==> src/rtl/fetch_unit_if.sv <==
// Fetch unit bus bundle: redirect/stall controls from the pipeline, the
// instruction-memory request/acknowledge pair, and the decoded outputs.
// The master modport is the fetch unit's view; the slave modport is the
// view of the surrounding pipeline and instruction memory.
interface fetch_unit_if;
  logic        PCSrc;
  logic [31:0] PCTarget;
  logic        stall;
  logic        imemReq;
  logic [31:0] imemAddr;
  logic        imemAck;
  logic [31:0] imemData;
  logic [31:0] instr;
  logic        instrValid;
  logic [31:0] PC;
  logic [31:0] PCPlus4;
  logic [6:0]  opcode;
  logic [2:0]  funct3;
  logic        funct7;
  logic        misalignErr;

  modport master (
    input  PCSrc, PCTarget, stall, imemAck, imemData,
    output imemReq, imemAddr, instr, instrValid, PC, PCPlus4,
           opcode, funct3, funct7, misalignErr
  );

  modport slave (
    output PCSrc, PCTarget, stall, imemAck, imemData,
    input  imemReq, imemAddr, instr, instrValid, PC, PCPlus4,
           opcode, funct3, funct7, misalignErr
  );
endinterface

==> src/rtl/fetch_unit.sv <==
// Instruction fetch unit: holds the PC, issues one instruction-memory read
// per instruction, registers the returned word and exposes its decode fields.
// Optional feature macro: FETCH_MISALIGN_CHECK_EN -- when defined, a redirect
// to a non-word-aligned target traps into a sticky ERR state (left only by
// reset); when undefined, the target's low two bits are dropped instead.
module fetch_unit #(
  parameter logic [31:0] RESET_PC = 32'h0000_0000
) (
  input  logic         clk,
  input  logic         reset,
  fetch_unit_if.master bus
);

  localparam logic [31:0] NOP = 32'h0000_0013;

  typedef enum logic [1:0] {
    IDLE  = 2'd0,
    REQ   = 2'd1,
    VALID = 2'd2
`ifdef FETCH_MISALIGN_CHECK_EN
    ,
    ERR   = 2'd3
`endif
  } state_t;

  state_t      state_q, state_d;
  logic [31:0] pc_q, pc_d;
  logic [31:0] instr_q, instr_d;
  logic        valid_q, valid_d;
  logic [31:0] pc_plus4;

  assign pc_plus4 = pc_q + 32'd4;

  // Next-state, next-PC and instruction capture for the fetch sequence.
  always_comb begin
    state_d = state_q;
    pc_d    = pc_q;
    instr_d = instr_q;
    valid_d = valid_q;
    case (state_q)
      IDLE: begin
        state_d = REQ;
      end
      REQ: begin
        // The acknowledge only means something while the request is up.
        if (bus.imemAck) begin
          instr_d = bus.imemData;
          valid_d = 1'b1;
          state_d = VALID;
        end
      end
      VALID: begin
        // Redirect controls are consumed only on the cycle the instruction leaves.
        if (!bus.stall) begin
          valid_d = 1'b0;
          state_d = REQ;
          if (bus.PCSrc) begin
`ifdef FETCH_MISALIGN_CHECK_EN
            pc_d = bus.PCTarget;
            if (bus.PCTarget[1:0] != 2'b00) begin
              state_d = ERR;
            end
`else
            pc_d = {bus.PCTarget[31:2], 2'b00};
`endif
          end else begin
            pc_d = pc_plus4;
          end
        end
      end
`ifdef FETCH_MISALIGN_CHECK_EN
      ERR: begin
        // Sticky trap: PC keeps the offending target for inspection.
        valid_d = 1'b0;
      end
`endif
      default: begin
        state_d = IDLE;
      end
    endcase
  end

  // State registers; reset wins over every other input, including an ack.
  always_ff @(posedge clk) begin
    if (reset) begin
      state_q <= IDLE;
      pc_q    <= RESET_PC;
      instr_q <= NOP;
      valid_q <= 1'b0;
    end else begin
      state_q <= state_d;
      pc_q    <= pc_d;
      instr_q <= instr_d;
      valid_q <= valid_d;
    end
  end

  assign bus.imemReq    = (state_q == REQ);
  assign bus.imemAddr   = pc_q;
  assign bus.instr      = instr_q;
  assign bus.instrValid = valid_q;
  assign bus.PC         = pc_q;
  assign bus.PCPlus4    = pc_plus4;
  assign bus.opcode     = instr_q[6:0];
  assign bus.funct3     = instr_q[14:12];
  assign bus.funct7     = instr_q[30];
`ifdef FETCH_MISALIGN_CHECK_EN
  assign bus.misalignErr = (state_q == ERR);
`else
  assign bus.misalignErr = 1'b0;
`endif

endmodule

==> src/flat_wrapper.sv <==
// flat-port wrapper written by rule: the top's interface ports become plain ports
module fetch_unit_flat 
#(
  parameter logic [31:0] RESET_PC = 32'h0000_0000
)
  (clk, reset, bus_PCSrc, bus_PCTarget, bus_stall, bus_imemAck, bus_imemData, bus_imemReq, bus_imemAddr, bus_instr, bus_instrValid, bus_PC, bus_PCPlus4, bus_opcode, bus_funct3, bus_funct7, bus_misalignErr);
  fetch_unit_if bus_i ();
  input  logic clk;
  input  logic reset;
  input wire logic [$bits(bus_i.PCSrc)-1:0] bus_PCSrc;
  input wire logic [$bits(bus_i.PCTarget)-1:0] bus_PCTarget;
  input wire logic [$bits(bus_i.stall)-1:0] bus_stall;
  input wire logic [$bits(bus_i.imemAck)-1:0] bus_imemAck;
  input wire logic [$bits(bus_i.imemData)-1:0] bus_imemData;
  output wire logic [$bits(bus_i.imemReq)-1:0] bus_imemReq;
  output wire logic [$bits(bus_i.imemAddr)-1:0] bus_imemAddr;
  output wire logic [$bits(bus_i.instr)-1:0] bus_instr;
  output wire logic [$bits(bus_i.instrValid)-1:0] bus_instrValid;
  output wire logic [$bits(bus_i.PC)-1:0] bus_PC;
  output wire logic [$bits(bus_i.PCPlus4)-1:0] bus_PCPlus4;
  output wire logic [$bits(bus_i.opcode)-1:0] bus_opcode;
  output wire logic [$bits(bus_i.funct3)-1:0] bus_funct3;
  output wire logic [$bits(bus_i.funct7)-1:0] bus_funct7;
  output wire logic [$bits(bus_i.misalignErr)-1:0] bus_misalignErr;
  assign bus_i.PCSrc = bus_PCSrc;
  assign bus_i.PCTarget = bus_PCTarget;
  assign bus_i.stall = bus_stall;
  assign bus_i.imemAck = bus_imemAck;
  assign bus_i.imemData = bus_imemData;
  assign bus_imemReq = bus_i.imemReq;
  assign bus_imemAddr = bus_i.imemAddr;
  assign bus_instr = bus_i.instr;
  assign bus_instrValid = bus_i.instrValid;
  assign bus_PC = bus_i.PC;
  assign bus_PCPlus4 = bus_i.PCPlus4;
  assign bus_opcode = bus_i.opcode;
  assign bus_funct3 = bus_i.funct3;
  assign bus_funct7 = bus_i.funct7;
  assign bus_misalignErr = bus_i.misalignErr;
  fetch_unit #(.RESET_PC(RESET_PC)) u_core (.clk(clk), .reset(reset), .bus(bus_i));
endmodule
==> config.mk <==
export PLATFORM = sky130hd
export DESIGN_NAME = fetch_unit_flat
export DESIGN_NICKNAME = d
export VERILOG_FILES = /design/src/rtl/fetch_unit_if.sv /design/src/rtl/fetch_unit.sv /design/src/flat_wrapper.sv
export SDC_FILE = /design/constraint.sdc
export NUM_CORES = 1
export LEC_CHECK = 0
export ABC_AREA = 1
export CORE_UTILIZATION = 42
export CTS_CLUSTER_SIZE = 25
export DETAILED_ROUTE_END_ITERATION = 6
export PLACE_DENSITY_LB_ADDON = 0.2
export RECOVER_POWER = 100
export SKIP_CTS_REPAIR_TIMING = 1
export SLEW_MARGIN = 10
export SYNTH_ARGS = -nofsm -noshare
export SYNTH_HDL_FRONTEND = slang
export SYNTH_SLANG_ARGS = --single-unit
==> constraint.sdc <==
create_clock -name clk -period 3.8 [get_ports clk]
set_input_delay 0.95 -clock clk [delete_from_list [all_inputs] [get_ports clk]]
set_output_delay 0.95 -clock clk [all_outputs]
set_load 0.1 [all_outputs]
Word-level counts from Yosys, hierarchy flattened
Index checks and enable logic that the tools add are counted.
{"block": "word_totals", "regBits": 67, "input_bits": 69, "output_inout_bits": 142, "elab_cells": 23}
{"block": "op_classes", "bitwise_logic": 1, "eq_ne": 4, "mux": 7, "addsub": 1, "n_reduce_logical": 6}
{"cell": "32-bit by 3-bit adder with 32-bit output, second input constant", "n": 1}
{"cell": "32-bit 2-to-1 mux", "n": 1}
{"cell": "2-bit case mux with 3 select lines", "n": 1}
{"cell": "2-bit AND reduction", "n": 3}
{"cell": "2-bit 2-to-1 mux", "n": 2}
{"cell": "2-bit != test, second input constant", "n": 2}
{"cell": "3-bit AND reduction", "n": 1}
{"cell": "2-bit by 1-bit equality test with 1-bit output, second input constant", "n": 1}
{"cell": "2-bit equality test, second input constant", "n": 1}
{"cell": "2-bit zero test", "n": 1}
{"cell": "1-bit 2-to-1 mux", "n": 2}
{"cell": "1-bit case mux with 2 select lines", "n": 1}
{"cell": "2-bit nonzero test", "n": 1}
{"cell": "1-bit inverter", "n": 1}

Longest topological paths before layout
Gate-level depths: netlist of run 1.
{"block": "depth", "word_depth": 3, "depth_mapped": 10}

Worst setup path before layout of run 1
Ideal clock, no wire load.
{"block": "synth_timing", "path_type": "register to output", "from": "register u_core.pc_q[2] (netlist: u_core.bus.PC[2])", "to": "output port bus_PCPlus4[9]", "path_buffers": 0, "stages_incl_launch_ff": 5, "t_arrival_ns": 3.804, "setup_slack_ns": -0.954, "cell_sequence": "dfxtp_1 inv_1 nor2_4 nand2_4 xnor2_1"}
{"block": "synth_between", "elab_chain_len": 1}
{"element": "start, declared", "line_no": "fetch_unit.sv:27", "rtl": "logic [31:0] pc_q, pc_d;"}
{"element": "start signal, assigned", "line_no": "fetch_unit.sv:92", "rtl": "pc_q <= pc_d;"}
{"element": "32-bit by 3-bit adder with 32-bit output", "line_no": "fetch_unit.sv:32", "rtl": "assign pc_plus4 = pc_q + 32'd4;"}
{"element": "end, declared", "line_no": "flat_wrapper.sv:20", "rtl": "output wire logic [$bits(bus_i.PCPlus4)-1:0] bus_PCPlus4;"}
No other way between the ends.

Final worst setup path of run 1
{"block": "layout_timing", "from": "register u_core.pc_q[2] (netlist: u_core.bus.PC[2])", "to": "output port bus_PCPlus4[10]"}
The elaborated chain is that of the path after synthesis.

==> reports/summary.txt, run 1 <==
Top cells by count, synth -> nand2_1, a21oi_1, dfxtp_1
Dominant cell type by area after synthesis -> dfxtp_1
Status -> complete, no violations
NetSw -> 0.000842 W
Pin count of the biggest net entering global routing -> 35
Core area -> 8380 sq um
Hpwl dp -> 8.45 mm
DRC -> 0
Layout cells sized above 1 -> 11.0%
Maximum clock path buffer count -> 2
Lkg Pwr -> 2.26 nW
Worst EP required -> 2850 ps
Cells after synthesis -> 540
Unique masters post-synth -> 23
Area Overhead vs Synth -> 45.6%
Worst-path fanout max -> 6
Crit path time final -> 3380 ps
Number of H-tree levels -> 3
Final worst slack -> 423 ps
Overflow left after global routing -> 0
Post-synthesis register bit count -> 65
Root Buffer -> clkbuf_8
Worst-Margin Slew -> 1400 ps
TritonCTS Buffers -> 9
Pre-antenna DRT Iters -> 4
First DRT Iteration DRCs -> 167
Net Sw Frac -> 42.1%
Pint -> 0.00116 W
Vias in the first global route -> 3610
Gr usage total -> 24.7%
CP arrival -> 2430 ps
CP Capture Type -> primary output
Top cell type's share of synthesized area -> 35.1%
Worst-skew pair later-pin latency -> 350 ps
Hold slack -> 462 ps
Maximum clock frequency -> 296 MHz
Setup TNS -> 0 ps
# port buffers -> 201
CP startpoint -> u_core.bus.PC[2]
Most common cell in the netlist -> nand2_1
First-pass GRT wire length -> 17.4 mm
# nets final -> 759
Pins Over Slew Limit -> 0
Part of the power in registers -> 37.0%
Placer Congestion -> 0.898
WL/cell -> 14.4 um
Relative slew slack -> 6.82%
Post-synth EDFFs -> 0
Clk sink count -> 65
Avg Inst Size Synth -> 6.87 sq um
Post-DRT Antenna Nets -> 0
Pwr per Cell Area -> 370 nW/um^2
CTS tree -> built
Ant. Diodes -> 0
CP startpoint kind -> flop
RSZ-0062 raised after global routing -> false
Setup Crit Path Kind -> reg -> out
Clk pwr share -> 30.4%
Dpl cell area -> 5410 sq um
Die H -> 96.0 um
Yosys warns -> 0
Peak supply drop -> 0.229 mV
Async S/R FF share, synth -> 0%
Setup violations, final -> 0
Reg2reg start -> u_core.bus.PC[2]
Final worst path period share -> 88.9%
Initial Util -> 44.3%
Synthesized cell area -> 3710 sq um
Row count -> 33
Final Cell Area -> 5400 sq um
Place WS -> 1090 ps
Number of fillers in the final layout -> 813
Register area share after synthesis -> 35.1%
Die Width -> 96.0 um
Final Hold Fails -> 0
Area contributors post-synth -> dfxtp_1, nand2_1, a21oi_1, buf_4, o21ai_0
Antenna violations before repair -> 0
IO Count -> 211
Most used DFF post-synth -> dfxtp_1
Vias/cell -> 4.97
Logic pwr share -> 32.6%
Die ar. -> 9220 sq um
Drt total wl -> 11.5 mm
Via count -> 3973
Worst-path clk slew -> 80 ps
Worst Skew -> 12.3 ps
Max_cap viols -> 0
Hold path startpoint -> u_core.bus.instrValid
Hold crit path type -> reg -> reg
[routing by layer]
| metal | up-vias | routed length (um) | track usage [%] |
|---|---|---|---|
| met5 | - | 0 | 0 |
| met4 | 0 | 125 | 8.71 |
| met1 | 1853 | 4420 | 27.9 |
| li1 | 1970 | - | - |
| met3 | 10 | 904 | 6.48 |
| met2 | 140 | 6030 | 44.6 |
[cell type report]
| class | instances | area [sq um] | area share, % |
|---|---|---|---|
| multi-input combinational | 387 | 1990 | 36.9 |
| timing repair buffer | 205 | 1700 | 31.4 |
| sequential | 65 | 1300 | 24.1 |
| tap | 105 | 131 | 2.43 |
| clock buffer | 9 | 124 | 2.29 |
| inverter | 21 | 82.6 | 1.53 |
| clock inverter | 7 | 76.3 | 1.41 |
[final timing paths]
| path | to | slack [ps] | cells after the start |
|---|---|---|---|
| worst min-delay path | u_core.bus.instrValid | 460 | 2 |
| worst min register to register | u_core.bus.instrValid | 460 | 2 |
| worst max-delay path | bus_PCPlus4[10] | 420 | 6 |
| worst max register to register | u_core.bus.PC[24] | 2060 | 9 |
[worst max-delay path: stages (launching register included)]
cell and delay, ps:
dfxtp_2 410, ha_1 200, nand2_1 90, nor2_4 180, nand2_4 120, xnor2_2 170, clkbuf_1 900
[state kept, by name, summed over array words and instances, names as in the netlist]
name                   flops
u_core.state_q             2
u_core.bus.PC             30
u_core.bus.instrValid      1
u_core.bus.instr          32
[kinds of logic after synthesis]
| kind of cell | count (synthesis) | synth area share [%] |
|---|---|---|
| xor+xnor | 15 | 4.95 |
| fa+ha+maj | 1 | 0.337 |
| compound gates | 121 | 16.3 |
| simple gates | 243 | 28.6 |
| flops | 65 | 35.1 |
| buf+inv | 94 | 14.6 |
| other cells | 1 | 0.101 |
[power by group through the flow]
stage	combinational, W	sequential [W]	clock (W)
after floorplan	0.000331	0.000943	0
after global routing	0.000675	0.000743	0.000655
after CTS	0.000682	0.000740	0.000615
after detailed placement	0.000681	0.000755	0
after global placement	0.000677	0.000754	0
final	0.000652	0.000739	0.000607
[layout by cell type, fill, tap and decap left out, drive strengths merged]
cell and instances:
bufinv 1, dlygate4sd3 79, nand2 179, buf 3, clkbuf 69, xnor2 4
a31oi 1, o21ai 30, clkdlybuf4s50 63, clkinv 2, nor2 42, nor3 1
dfxtp 65, nand3b 7, conb 7, ha 1, and2 3, nand3 11
a21oi 90, clkinvlp 3, inv 22, xor2 11
[through the flow]
| step | instances | util, % | total power [W] |
|---|---|---|---|
| 2_1_floorplan | 546 | - | 0.00127 |
| 3_3_place_gp | 783 | 64.5 | 0.00143 |
| 3_5_place_dp | 783 | 64.5 | 0.00144 |
| 4_1_cts | 799 | 66.9 | 0.00204 |
| 5_1_grt | 799 | 64.5 | 0.00207 |
| 6_report | 799 | 64.5 | 0.00200 |
Note: power is estimated with default switching activity, not from simulation.
==> run 2, diff against run 1 <==
--- a/config.mk
+++ b/config.mk
@@ -7,8 +7,10 @@
 export LEC_CHECK = 0
 export ABC_AREA = 1
 export CORE_UTILIZATION = 42
+export CTS_CLUSTER_DIAMETER = 100
 export CTS_CLUSTER_SIZE = 25
 export DETAILED_ROUTE_END_ITERATION = 6
+export GPL_ROUTABILITY_DRIVEN = 0
 export PLACE_DENSITY_LB_ADDON = 0.2
 export RECOVER_POWER = 100
 export SKIP_CTS_REPAIR_TIMING = 1
==> results of run 2 <==
Same layout as run 1: the final DEF is identical, and so are final timing and power.
==> run 3, diff against run 2 <==
--- a/config.mk
+++ b/config.mk
@@ -11,7 +11,7 @@
 export CTS_CLUSTER_SIZE = 25
 export DETAILED_ROUTE_END_ITERATION = 6
 export GPL_ROUTABILITY_DRIVEN = 0
-export PLACE_DENSITY_LB_ADDON = 0.2
+export PLACE_DENSITY = 0.85
 export RECOVER_POWER = 100
 export SKIP_CTS_REPAIR_TIMING = 1
 export SLEW_MARGIN = 10
==> reports/summary.txt, run 3 (synthesis results as in run 1) <==
Die ar. -> 9220 sq um (unchanged)
Max_cap viols -> 0 (unchanged)
Worst EP required -> 2850 ps (about the same)
RSZ-0062 raised after global routing -> false
Hold slack -> 462 ps (-0.178 ps)
CP Capture Type -> primary output
Place WS -> 1040 ps (-51.0 ps)
Number of H-tree levels -> 3 (unchanged)
Multi-input gate area -> 1990 sq um (unchanged)
M2 GR Usage -> 45.0% (+0.35 points)
Vias in the first global route -> 3701 (+2.5%)
Setup Crit Path Kind -> reg -> out
Peak supply drop -> 0.299 mV (+31%)
Worst-path clk slew -> 70 ps (about the same)
Drt total wl -> 11.3 mm (-1.6%)
Final worst slack -> 495 ps (+71.8 ps)
Setup TNS -> 0 ps (unchanged)
Setup violations, final -> 0 (unchanged)
Relative slew slack -> 10.1% (+3.3 points)
Max reg flops -> 32 (unchanged)
# nets final -> 759 (unchanged)
Pre-antenna DRT Iters -> 4 (unchanged)
TritonCTS Buffers -> 9 (unchanged)
Gr usage total -> 24.6% (-0.18 points)
Crit path time final -> 3310 ps (-71.8 ps)
Root Buffer -> clkbuf_8
Area Overhead vs Synth -> 45.5% (about the same)
First DRT Iteration DRCs -> 126 (-25%)
Die H -> 96.0 um (unchanged)
Maximum clock frequency -> 303 MHz (+2.2%)
Post-DRT Antenna Nets -> 0 (unchanged)
Storage cell area -> 1300 sq um (unchanged)
Via count -> 4019 (+1.2%)
CP startpoint kind -> flop
Worst-skew pair later-pin latency -> 350 ps (about the same)
Final worst path period share -> 87.0% (-1.9 points)
# port buffers -> 201 (unchanged)
Final Hold Fails -> 0 (unchanged)
Overflow left after global routing -> 0 (unchanged)
Hold crit path type -> reg -> reg
Routing usage on met3 -> 7.11% (+0.63 points)
Row count -> 33 (unchanged)
Number of fillers in the final layout -> 764 (-6.0%)
CP arrival -> 2360 ps (-70 ps)
Final total power -> 0.00200 W (+0.16%)
Pin count of the biggest net entering global routing -> 35 (unchanged)
Pwr per Cell Area -> 370 nW/um^2 (+0.20%)
Status -> complete, no violations
Ant. Diodes -> 0 (unchanged)
Vias/cell -> 5.03 (+1.2%)
WL/cell -> 14.1 um (-1.6%)
Met1 Usage GRT -> 26.5% (-1.4 points)
Worst Skew -> 10.3 ps (-1.99 ps)
Fin util -> 64.4% (about the same)
Worst-path fanout max -> 5 (-1)
Hpwl dp -> 8.56 mm (+1.4%)
Busiest layer in global routing -> met2
First-pass GRT wire length -> 17.4 mm (unchanged)
Layout cells sized above 1 -> 11.2% (+0.29 points)
CTS tree -> built
Worst-Margin Slew -> 1350 ps (-49.2 ps)
Initial Util -> 44.3% (unchanged)
Core area -> 8380 sq um (unchanged)
Lkg Pwr -> 2.26 nW (+0.23%)
Clk sink count -> 65 (unchanged)
Pins Over Slew Limit -> 0 (unchanged)
Commonest non-fill, non-tap cells in the layout -> nand2_1, a21oi_1, dlygate4sd3_1, dfxtp_1, clkdlybuf4s50_1
Commonest non-fill, non-tap cell in the layout -> nand2_1
DRC -> 0 (unchanged)
Antenna violations before repair -> 0 (unchanged)
Die Width -> 96.0 um (unchanged)
IO Count -> 211 (unchanged)
Maximum clock path buffer count -> 2 (unchanged)
-- run 3: path summary, 6_finish.rpt --
check | slack [ps] | end | cells after the start | start
worst max-delay path | 490 | bus_PCPlus4[24] | 8 | u_core.bus.PC[3]
worst min-delay path | 460 | u_core.bus.instr[7] | 2 | u_core.bus.instr[7]
worst max register to register | 1980 | u_core.bus.PC[24] | 9 | u_core.bus.PC[3]
worst min register to register | 460 | u_core.bus.instr[7] | 2 | u_core.bus.instr[7]
-- run 3: cell type report --
| class | count | share of cell area, % |
|---|---|---|
| Clock buffer | 9 | 2.29 |
| Clock inverter | 7 | 1.44 |
| Inverter | 21 | 1.53 |
| Multi-Input combinational cell | 387 | 36.9 |
| Sequential cell | 65 | 24.1 |
| Tap cell | 105 | 2.43 |
| Timing Repair Buffer | 205 | 31.3 |
-- run 3: stage by stage --
stage / cells / area [sq um]
6_report: 799 / 5400
4_1_cts: 799 / 5600
5_1_grt: 799 / 5400
3_3_place_gp: 783 / 5400
3_5_place_dp: 783 / 5400
2_1_floorplan: 546 / 3840
-- run 3: report_power, final --
part | internal [W] | switching [W]
sequential | 0.000709 | 0.0000294
clock | 0.000309 | 0.000302
combinational | 0.000139 | 0.000512
-- run 3: metal layers --
layer / routed length, um / vias up
li1: - / 1974
met1: 4380 / 1831
met2: 5700 / 193
met3: 977 / 21
met4: 230 / 0
met5: 0 / -
-- run 3: worst max-delay path, cell delays in order, from the launching register on --
cell	delay (ps)
dfxtp_1	420
ha_1	210
nand2_1	90
nor2_4	200
nand2_2	120
nor2_2	280
nand3b_1	110
nand2_1	110
clkbuf_2	460
